`config.mk`:
```
export PLATFORM = sky130hd
export DESIGN_NAME = seq_divider
export DESIGN_NICKNAME = d
export VERILOG_FILES = /design/src/rtl/seq_divider.sv
export SDC_FILE = /design/constraint.sdc
export NUM_CORES = 1
export LEC_CHECK = 0
export ABC_CLOCK_PERIOD_IN_PS = 3200
export BUFFER_PORTS_ARGS = -buffer_cell sky130_fd_sc_hd__clkbuf_2
export CORE_ASPECT_RATIO = 1.4
export CORE_UTILIZATION = 54
export CTS_BUF_LIST = sky130_fd_sc_hd__clkbuf_16
export DETAILED_ROUTE_END_ITERATION = 8
export GPL_ROUTABILITY_DRIVEN = 0
export PLACE_DENSITY = 0.77
export SLEW_MARGIN = 30
export SYNTH_ARGS = -nofsm -noshare
export SYNTH_HDL_FRONTEND = slang
export SYNTH_SLANG_ARGS = --single-unit
```
`constraint.sdc`:
```
create_clock -name clock -period 3.2 [get_ports clock]
set_input_delay 0.16 -clock clock [delete_from_list [all_inputs] [get_ports clock]]
set_output_delay 0.16 -clock clock [all_outputs]
set_load 0.05 [all_outputs]
```
`src/rtl/seq_divider.sv`:
```
// Multicycle unsigned restoring divider, one quotient bit per clock.
// The packed {quotient, remainder} result drives the 16-bit num input of the seven-segment display.
module seq_divider #(
  parameter int WIDTH = 8
) (
  input  logic               clock,
  input  logic               reset,
  input  logic               start,
  input  logic [WIDTH-1:0]   dividend,
  input  logic [WIDTH-1:0]   divisor,
  output logic               busy,
  output logic               done,
  output logic               div_by_zero,
  output logic [WIDTH-1:0]   quotient,
  output logic [WIDTH-1:0]   remainder,
  output logic [2*WIDTH-1:0] result,
  output logic               dbg_state
);

  // Handshake: start is sampled only while idle (busy=0); an accepted start
  // is answered by exactly one done pulse, and start while busy is dropped.

  typedef enum logic {
    IDLE = 1'b0,
    RUN  = 1'b1
  } state_t;

  localparam int CW = $clog2(WIDTH + 1);

  state_t           state;
  state_t           state_nxt;
  logic [WIDTH-1:0] q_reg;
  logic [WIDTH-1:0] d_reg;
  logic [WIDTH-1:0] r_reg;
  logic [CW-1:0]    count;
  logic [WIDTH:0]   trial;
  logic [WIDTH-1:0] diff;
  logic [WIDTH-1:0] q_step;
  logic [WIDTH-1:0] r_step;
  logic             last_step;
  logic             divisor_zero;

  assign divisor_zero = (divisor == '0);
  assign last_step    = (count == CW'(1));

  // Trial subtract is WIDTH+1 bits wide so the bit shifted out of R is never lost.
  always_comb begin
    trial  = {r_reg, q_reg[WIDTH-1]};
    diff   = trial[WIDTH-1:0] - d_reg;
    q_step = {q_reg[WIDTH-2:0], 1'b0};
    r_step = trial[WIDTH-1:0];
    if (trial >= {1'b0, d_reg}) begin
      q_step = {q_reg[WIDTH-2:0], 1'b1};
      r_step = diff;
    end
  end

  always_ff @(posedge clock) begin
    if (reset) begin
      state <= IDLE;
    end else begin
      state <= state_nxt;
    end
  end

  always_comb begin
    state_nxt = state;
    case (state)
      IDLE: begin
        if (start && !divisor_zero) begin
          state_nxt = RUN;
        end
      end
      RUN: begin
        if (last_step) begin
          state_nxt = IDLE;
        end
      end
      default: state_nxt = IDLE;
    endcase
  end

  always_ff @(posedge clock) begin
    if (reset) begin
      q_reg       <= '0;
      d_reg       <= '0;
      r_reg       <= '0;
      count       <= '0;
      done        <= 1'b0;
      div_by_zero <= 1'b0;
      quotient    <= '0;
      remainder   <= '0;
    end else begin
      done <= 1'b0;
      case (state)
        IDLE: begin
          if (start) begin
            q_reg <= dividend;
            d_reg <= divisor;
            r_reg <= '0;
            count <= CW'(WIDTH);
            // Division by zero completes at once with the conventional all-ones quotient.
            if (divisor_zero) begin
              done        <= 1'b1;
              div_by_zero <= 1'b1;
              quotient    <= '1;
              remainder   <= dividend;
            end
          end
        end
        RUN: begin
          q_reg <= q_step;
          r_reg <= r_step;
          count <= count - CW'(1);
          if (last_step) begin
            done        <= 1'b1;
            div_by_zero <= 1'b0;
            quotient    <= q_step;
            remainder   <= r_step;
          end
        end
        default: ;
      endcase
    end
  end

  assign busy      = (state == RUN);
  assign result    = {quotient, remainder};
  assign dbg_state = state;

endmodule

```
# == Word-level counts from Yosys, hierarchy flattened ==
# Cells that the tools add are included.
# totals
reg_bits,47
in_bits,19
out_inout_bits,36
wordCells,49
# classes
addsub,2
order_cmp,1
eq_ne,4
n_mux,27
bitwise_logic,1
reduce_logical,5
# ops
cell,n
$mux W8,9
$pmux W8 S2,4
$ge A9 B8 Y1,1
$mux W1,9
$logic_not A8 Y1,1
$pmux W4 S2,1
$sub A8 B8 Y8,1
$pmux W1 S2,3
$eq A4 B1 Y1 const B,1
$mux W4,1
$ne A2 B2 Y1 const B,2
$sub A4 B1 Y4 const B,1
$reduce_and A3 Y1,1
$ne A2 B1 Y1 const B,1
$reduce_and A2 Y1,1
$logic_and A1 B1 Y1,1
$logic_not A1 Y1,1
$not A1 Y1,1

# == Logic depth before layout (Yosys ltp) ==
# Gate-level depths: netlist of the first run.
# depth
ltp_word,5
depth_mapped,10
ltp_nobuf,10

# == Least setup slack after synthesis of the first run ==
# OpenSTA, ideal clock, no wires.
# synth_path
path_kind,flip-flop to flip-flop
start,reg d_reg[1]
end,reg remainder[0]
setup_ps,95
t_arrival_ps,2121
required_ps,3105
slack_ps,983
path_stages_with_launch,9
path_buffers,0
synth_period_minus_slack_ps,2217
path_cell_list,dfxtp_1 > inv_1 > ha_1 > nor2b_1 > o31ai_1 > a21oi_1 > a31oi_2 > mux2_2 > a221oi_1
# synth_via
elab_chain_len,4
# synth_lines
item,line,rtl
start: declaration,33,logic [WIDTH-1:0] d_reg;
start signal: assignment,99,d_reg <= divisor;
$ge A9 B8 Y1,52,"if (trial >= {1'b0, d_reg}) begin"
$mux W8,52,
$mux W8,115,if (last_step) begin
$pmux W8 S2,95,case (state)
end signal: assignment,107,remainder <= dividend;
end signal: assignment,119,remainder <= r_step;
end: declaration,15,"output logic [WIDTH-1:0] remainder,"
# No other way between the ends. The select of a mux whose other input is x is not followed.
# A chain may end at the register's enable or synchronous reset.

# == Final worst setup path of the first run ==
# Same ends and word-level chain as after synthesis.

==> impl_metrics.csv, run 1 <==
group,metric,value,unit
route,postRouteAntennaNets,0,
critical_path,r2r-start,"d_reg[1]",
placed_design,dp_hpwl,3820,µm
critical_path,crit_path_max_incr_delay,0.53,ns
critical_path,critPathKind,"register to register",
final_layout,design_area,0.00279,mm²
global_routing,grt_start_max_net_pins,45,
synth,synth_fa_ha_area_share,5.88,%
synth,synth-compound-area-share,19.4,%
final_layout,final_core_util,64.8,%
worst_hold_path,hold_class,"input pin to register",
power,power.total,1750,µW
power,power_density,629,mW/mm²
floorplan,die_w,59.1,µm
placed_design,place_area,0.00262,mm²
timing,rsz0062_at_grt,"false",
timing,fin_tns_setup,0,ns
clock_network,cts_tree,"yes",
route,drtIter0Drc,126,
synth,synth-seq-cells,47,
clock_network,clockBufferDepth,2,
route,avgRoutedWirePerCell,14.4,µm
global_routing,grt_pass1_vias,1865,
synth,yosys_warnings,0,
synth,synth_top_area_share,38.1,%
critical_path,critical_path.slowest_cell,"a31oi_2",
clock_network,numCtsBuffers,5,
final_layout,syn_to_final_growth,13.1,%
timing,period_minus_slack,2.69,ns
critical_path,worstRegToRegCells,8,
timing,slew_viol_final,0,
synth,synth_top_family_by_area,"simple AND/OR/NAND/NOR gates",
final_layout,drive_gt1_share,24.1,%
route,firstDrtPassIters,4,
global_routing,grt_antenna_before_repair,0,
route,viasPerCell,5.58,
floorplan,coreArea,0.00431,mm²
clock_network,cts.repair.resized,0,
synth,async_flop_share,0,%
clock_network,postCtsHoldBufs,0,
critical_path,worstSetupStartpoint,"d_reg[1]",
floorplan,die_height,82,µm
flow_run,max_cap_viol_count,0,
final_layout,fin_nets,348,
floorplan,initial_utilization,57.3,%
floorplan,rows,28,
floorplan,dieArea,0.00485,mm²
clock_network,clk_pin_slew,0.06,ns
clock_network,root_buffer,"clkbuf_16",
timing,fin_crit_sh,84.1,%
synth,seq_area_frac_synth,38.1,%
synth,syn_area_per_cell,8.51,µm²
critical_path,path_cells,"inv_1, ha_1, nor2b_1, o31ai_1, a21oi_1, a31oi_2, mux2_2, a221oi_1",
outcome,outcome,"finished clean",
placed_design,port_buffers,54,
synth,synth_area_leaders,"dfxtp_1 38%, nor2_1 6.4%, buf_4 5.5%",
synth,yosysMostFrequentCell,"dfxtp_1",
synth,synth_top_area_cell,"dfxtp_1",
timing,hold_viol_final,0,
final_layout,num_antenna_cells,0,
synth,syn_inst,290,
timing,worst_pin_slew,0.933,ns
floorplan,io_pins,55,
global_routing,grt.total_usage,23.4,%
critical_path,crit_path_max_fanout,8,
critical_path,cp.arrival,2.87,ns
timing,setup_violations,0,
clock_network,cts_sinks,47,
power,irDropWorstVdd,0.000377,V
clock_network,postCtsSetupRepairBufs,0,
clock_network,clock_latency,0.29,ns
synth,synth_edf_count,0,
global_routing,grt_pass1_wl,8490,µm
synth,synth_cell_types,46,
global_routing,grt_overflow,0,
timing,skew,0.00483,ns
final_layout,fillers,398,
critical_path,rr_endpoint,"remainder[0]",
synth,synth_common_cells,"47 x dfxtp_1, 42 x nor2_1, 18 x buf_4",
critical_path,r2r_slack,0.51,ns
route,drc,0,
route,num_vias,2116,
synth,ys.flop_type,"dfxtp_1",
critical_path,start_kind,"register",
clock_network,h-tree-depth,2,
critical_path,crit_path_end_kind,"register",
synth,syn_area,0.00247,mm²
power,p_leak,0.00118,µW
route,routed_wl,5470,µm
worst_hold_path,min_from,"divisor[5]",
synth,synth_nets,320,
synth,synthSimpleGateAreaFrac,20.2,%
synth,yosys.area_share.xor_xnor,1.42,%
timing,max_freq,372,MHz
synth,synth.mux.area_fraction,4.66,%
critical_path,required,3.38,ns
worst_hold_path,hold_end,"d_reg[5]",
worst_hold_path,hold_depth,3,
timing,slew_headroom,37.8,%
-- stage by stage --
stage                     hold WS, ns  setup WS, ns  std cells
after floorplan                 0.299         0.983        290
after global placement          0.399         0.689        371
after detailed placement        0.413         0.580        371
after CTS                       0.118         0.534        379
after global routing            0.134         0.405        379
final                           0.120         0.509        379
-- how the worst max path moves through the flow --
stage / cells after the start / endpoint
finish: 8 / remainder[0]
global route: 8 / remainder[0]
CTS: 8 / remainder[0]
detailed placement: 8 / remainder[0]
global placement: 8 / remainder[0]
floorplan: 8 / remainder[0]
-- layer usage --
metal | part of all wire (%) | GRT usage (%) | vias to the layer above
met3 | 4.1 | 4.88 | 12
met1 | 42 | 27.3 | 983
met2 | 51 | 39.9 | 67
met5 | 0 | 0 | -
met4 | 2.4 | 11.7 | 0
li1 | - | - | 1054
-- cells in the final DEF (no fill, tap or decap), types with 2 or more instances in the layout --
cell type and count:
nor3_1 11, o31ai_1 2, a311oi_1 5, xor2_1 2, xnor2_1 2, nor2_1 42
clkbuf_16 5, mux2_2 4, a211oi_1 13, dfxtp_1 47, o21ai_0 12, nand3_1 3
inv_1 12, clkbuf_2 54, nand2b_1 5, nand2_1 16, buf_4 2, ha_1 10
a21o_1 4, nor2b_1 13, mux2i_1 7, a21oi_1 17, a221oi_1 5
-- cell type report --
class	count	area, µm²	share of cell area (%)
Clock buffer	5	125	4.48
Inverter	12	45.0	1.61
Clock inverter	3	43.8	1.57
Multi-Input combinational cell	196	1280	45.7
Timing Repair Buffer	56	285	10.2
Tap cell	60	75.1	2.69
Sequential cell	47	941	33.7
-- power by group --
part | total, µW | internal (µW) | switching [µW]
clock | 592 | 368 | 223
combinational | 502 | 198 | 303
sequential | 661 | 628 | 33.3
-- critical path: cells and delay by family (launching register included) --
family / cells / cell delay [ns]
AO/OA/AOI/OAI: 4 / 1.31
adder cells (fa/ha/maj): 1 / 0.31
buffers and inverters: 1 / 0.08
flip-flops: 1 / 0.33
multiplexers: 1 / 0.41
AND/OR/NAND/NOR: 1 / 0.15
-- cells by family (layout without fill, tap and decap cells) --
group | count (synthesis) | after routing
AOI/OAI and AO/OA | 69 | 69
xor gates and xnor gates | 4 | 4
adders and majority gates | 11 | 11
buffers and inverters | 47 | 76
DFF | 47 | 47
muxes | 11 | 11
and+or+nand+nor | 101 | 101
Power figures use the tool's default switching activity.
==> run 2: changes to the inputs <==
ABC_AREA = 1   (was unset)
ABC_CLOCK_PERIOD_IN_PS = 2500   (was 3200)
CORE_UTILIZATION = 55   (was 54)
clock period = 2.5 ns   (was 3.2 ns; I/O delays follow)
==> run 2 against run 1 <==
  * Area after synthesis up 8.4%
  * Sequential cell count unchanged
  * Register-to-register slack better by 0.02 ns
  * Global-route usage up 3.0 points
  * Synthesized cell count up 35%
  * Fmax up 36%
  * Clock power up 6.3%
  * Die area up 6.2%
  * Wire length up 15%
  * Cell count up 29%
  * First-iteration DRC count up 42%
  * Sequential power up 30%
  * Largest cell class unchanged
  * Largest power group unchanged
  * Highest routed layer unchanged
==> impl_metrics.csv, run 2 <==
group,metric,value,unit
outcome,outcome,"finished clean",
synth,synth_top_area_cell,"dfxtp_1",
synth,synth_top_area_share,35.2,%
final_layout,final_common_cell,"nand2_1",
synth,syn_area_per_cell,6.84,µm²
final_layout,num_antenna_cells,0,
synth,synth_cell_types,31,
clock_network,cts_tree,"yes",
clock_network,numCtsBuffers,5,
worst_hold_path,hold_class,"input pin to register",
final_layout,fillers,436,
power,power_density,753,mW/mm²
clock_network,clock_latency,0.29,ns
synth,synth_area_leaders,"dfxtp_1 35%, nand2_1 12%, inv_1 8.8%",
global_routing,grt_overflow,0,
synth,async_flop_share,0,%
critical_path,start_kind,"register",
global_routing,grt_pass1_vias,2384,
clock_network,clockBufferDepth,2,
global_routing,grt_pass1_wl,10300,µm
synth,seq_area_frac_synth,35.2,%
route,avgRoutedWirePerCell,12.9,µm
timing,setup_violations,0,
clock_network,cts.repair.resized,0,
timing,worst_pin_slew,0.484,ns
floorplan,coreArea,0.00461,mm²
global_routing,grt_antenna_before_repair,0,
power,p_leak,0.00165,µW
critical_path,required,2.73,ns
clock_network,postCtsSetupRepairBufs,0,
clock_network,h-tree-depth,2,
route,drtIter0Drc,179,
timing,period_minus_slack,1.98,ns
final_layout,fin_nets,455,
clock_network,root_buffer,"clkbuf_16",
synth,syn_area,0.00268,mm²
synth,ys.flop_type,"dfxtp_1",
placed_design,port_buffers,54,
global_routing,grt.total_usage,26.4,%
final_layout,final_cell_mix,"87 x nand2_1, 65 x inv_1, 54 x clkbuf_2",
timing,slew_viol_final,0,
synth,synth-seq-cells,47,
route,viasPerCell,5.23,
placed_design,dp_hpwl,4680,µm
critical_path,crit_path_end_kind,"register",
final_layout,design_area,0.00300,mm²
timing,max_freq,506,MHz
synth,synth_common_cells,"87 x nand2_1, 63 x inv_1, 47 x dfxtp_1",
timing,fin_tns_setup,0,ns
clock_network,clk_pin_slew,0.06,ns
final_layout,final_core_util,65.0,%
power,irDropWorstVdd,0.000430,V
flow_run,max_cap_viol_count,0,
synth,yosys_warnings,0,
route,drc,0,
floorplan,rows,29,
final_layout,drive_gt1_share,18.1,%
floorplan,initial_utilization,58.1,%
route,firstDrtPassIters,4,
synth,yosysMostFrequentCell,"nand2_1",
final_layout,syn_to_final_growth,11.9,%
route,routed_wl,6270,µm
synth,synth_edf_count,0,
timing,skew,0.00613,ns
route,num_vias,2550,
clock_network,cts_sinks,47,
timing,slew_headroom,67.6,%
placed_design,place_area,0.00286,mm²
synth,syn_inst,391,
floorplan,die_w,61.0,µm
critical_path,crit_path_max_fanout,8,
critical_path,cp.arrival,2.21,ns
timing,rsz0062_at_grt,"false",
floorplan,dieArea,0.00515,mm²
timing,fin_crit_sh,79.0,%
global_routing,grt_start_max_net_pins,27,
clock_network,postCtsHoldBufs,0,
floorplan,io_pins,55,
critical_path,critPathKind,"register to register",
timing,hold_viol_final,0,
route,postRouteAntennaNets,0,
floorplan,die_height,84.5,µm
synth,synth_nets,421,
[run 2: changes by cell type after synthesis, moves of 7 or more]
cell      before  now
a211oi_1      13    2
a21oi_1       17   33
inv_1         12   63
mux2i_1        7    0
nand2_1       16   87
nand3_1        3   36
nand4_1        0   10
nor2_1        42   15
nor2b_1       14    0
nor3_1        11    3
o21ai_0       12   34
[run 2: cell families (layout without fill, tap and decap cells)]
family	count (synthesis)	count (layout)	synth area share, %
buffers and inverters	96	131	16.7
AOI/OAI and AO/OA	73	73	14.4
and+or+nand+nor	161	161	27.3
xor gates and xnor gates	3	3	0.982
DFF	47	47	35.2
adders and majority gates	11	11	5.42
[run 2: worst max-delay path: stages, from the launching register on]
cell     delay [ns]
dfxtp_1        0.30
inv_1          0.05
ha_1           0.37
nand2_1        0.13
nor2_1         0.07
nand3_1        0.10
inv_1          0.05
nor2_1         0.38
nand4_1        0.22
nand3_1        0.14
nand2_1        0.06
inv_1          0.05
[run 2: worst paths after layout]
path | end | from | slack, ns | depth (start not counted)
max reg2reg | remainder[7] | d_reg[5] | 0.52 | 11
min reg2reg | div_by_zero | div_by_zero | 0.46 | 2
max | remainder[7] | d_reg[5] | 0.52 | 11
min | d_reg[0] | divisor[0] | 0.11 | 3
[run 2: final cells by class]
class                           instances  area (µm²)  share of cell area (%)
Clock buffer                            5         125                    4.18
Clock inverter                          3        12.5                   0.418
Inverter                               65         251                    8.40
Multi-Input combinational cell        248        1290                    43.0
Sequential cell                        47         941                    31.4
Tap cell                               62        77.6                    2.59
Timing Repair Buffer                   58         300                    10.0
[run 2: where the power goes]
group | leakage, µW | internal, µW | switching, µW
logic | 0.00119 | 237 | 529
clock network | 0.0000762 | 361 | 268
registers | 0.000384 | 812 | 47.5
total | 0.00165 | 1410 | 844
[run 2: metrics by stage]
step                hold WS, ns  setup WS, ns  total power, µW  instances
global route              0.151         0.369             2390        488
floorplan                 0.281         0.763             1460        391
CTS                       0.110         0.534             2260        488
global placement          0.393         0.649             1610        480
detailed placement        0.405         0.594             1630        480
finish                    0.107         0.524             2250        488
[run 2: metal layers]
| metal | GRT usage (%) | vias up | wire length [µm] |
|---|---|---|---|
| met5 | 0 | - | 0 |
| met4 | 15.3 | 0 | 303 |
| met3 | 4.47 | 21 | 316 |
| met2 | 46.2 | 95 | 3100 |
| met1 | 28.5 | 1136 | 2550 |
| li1 | - | 1298 | - |
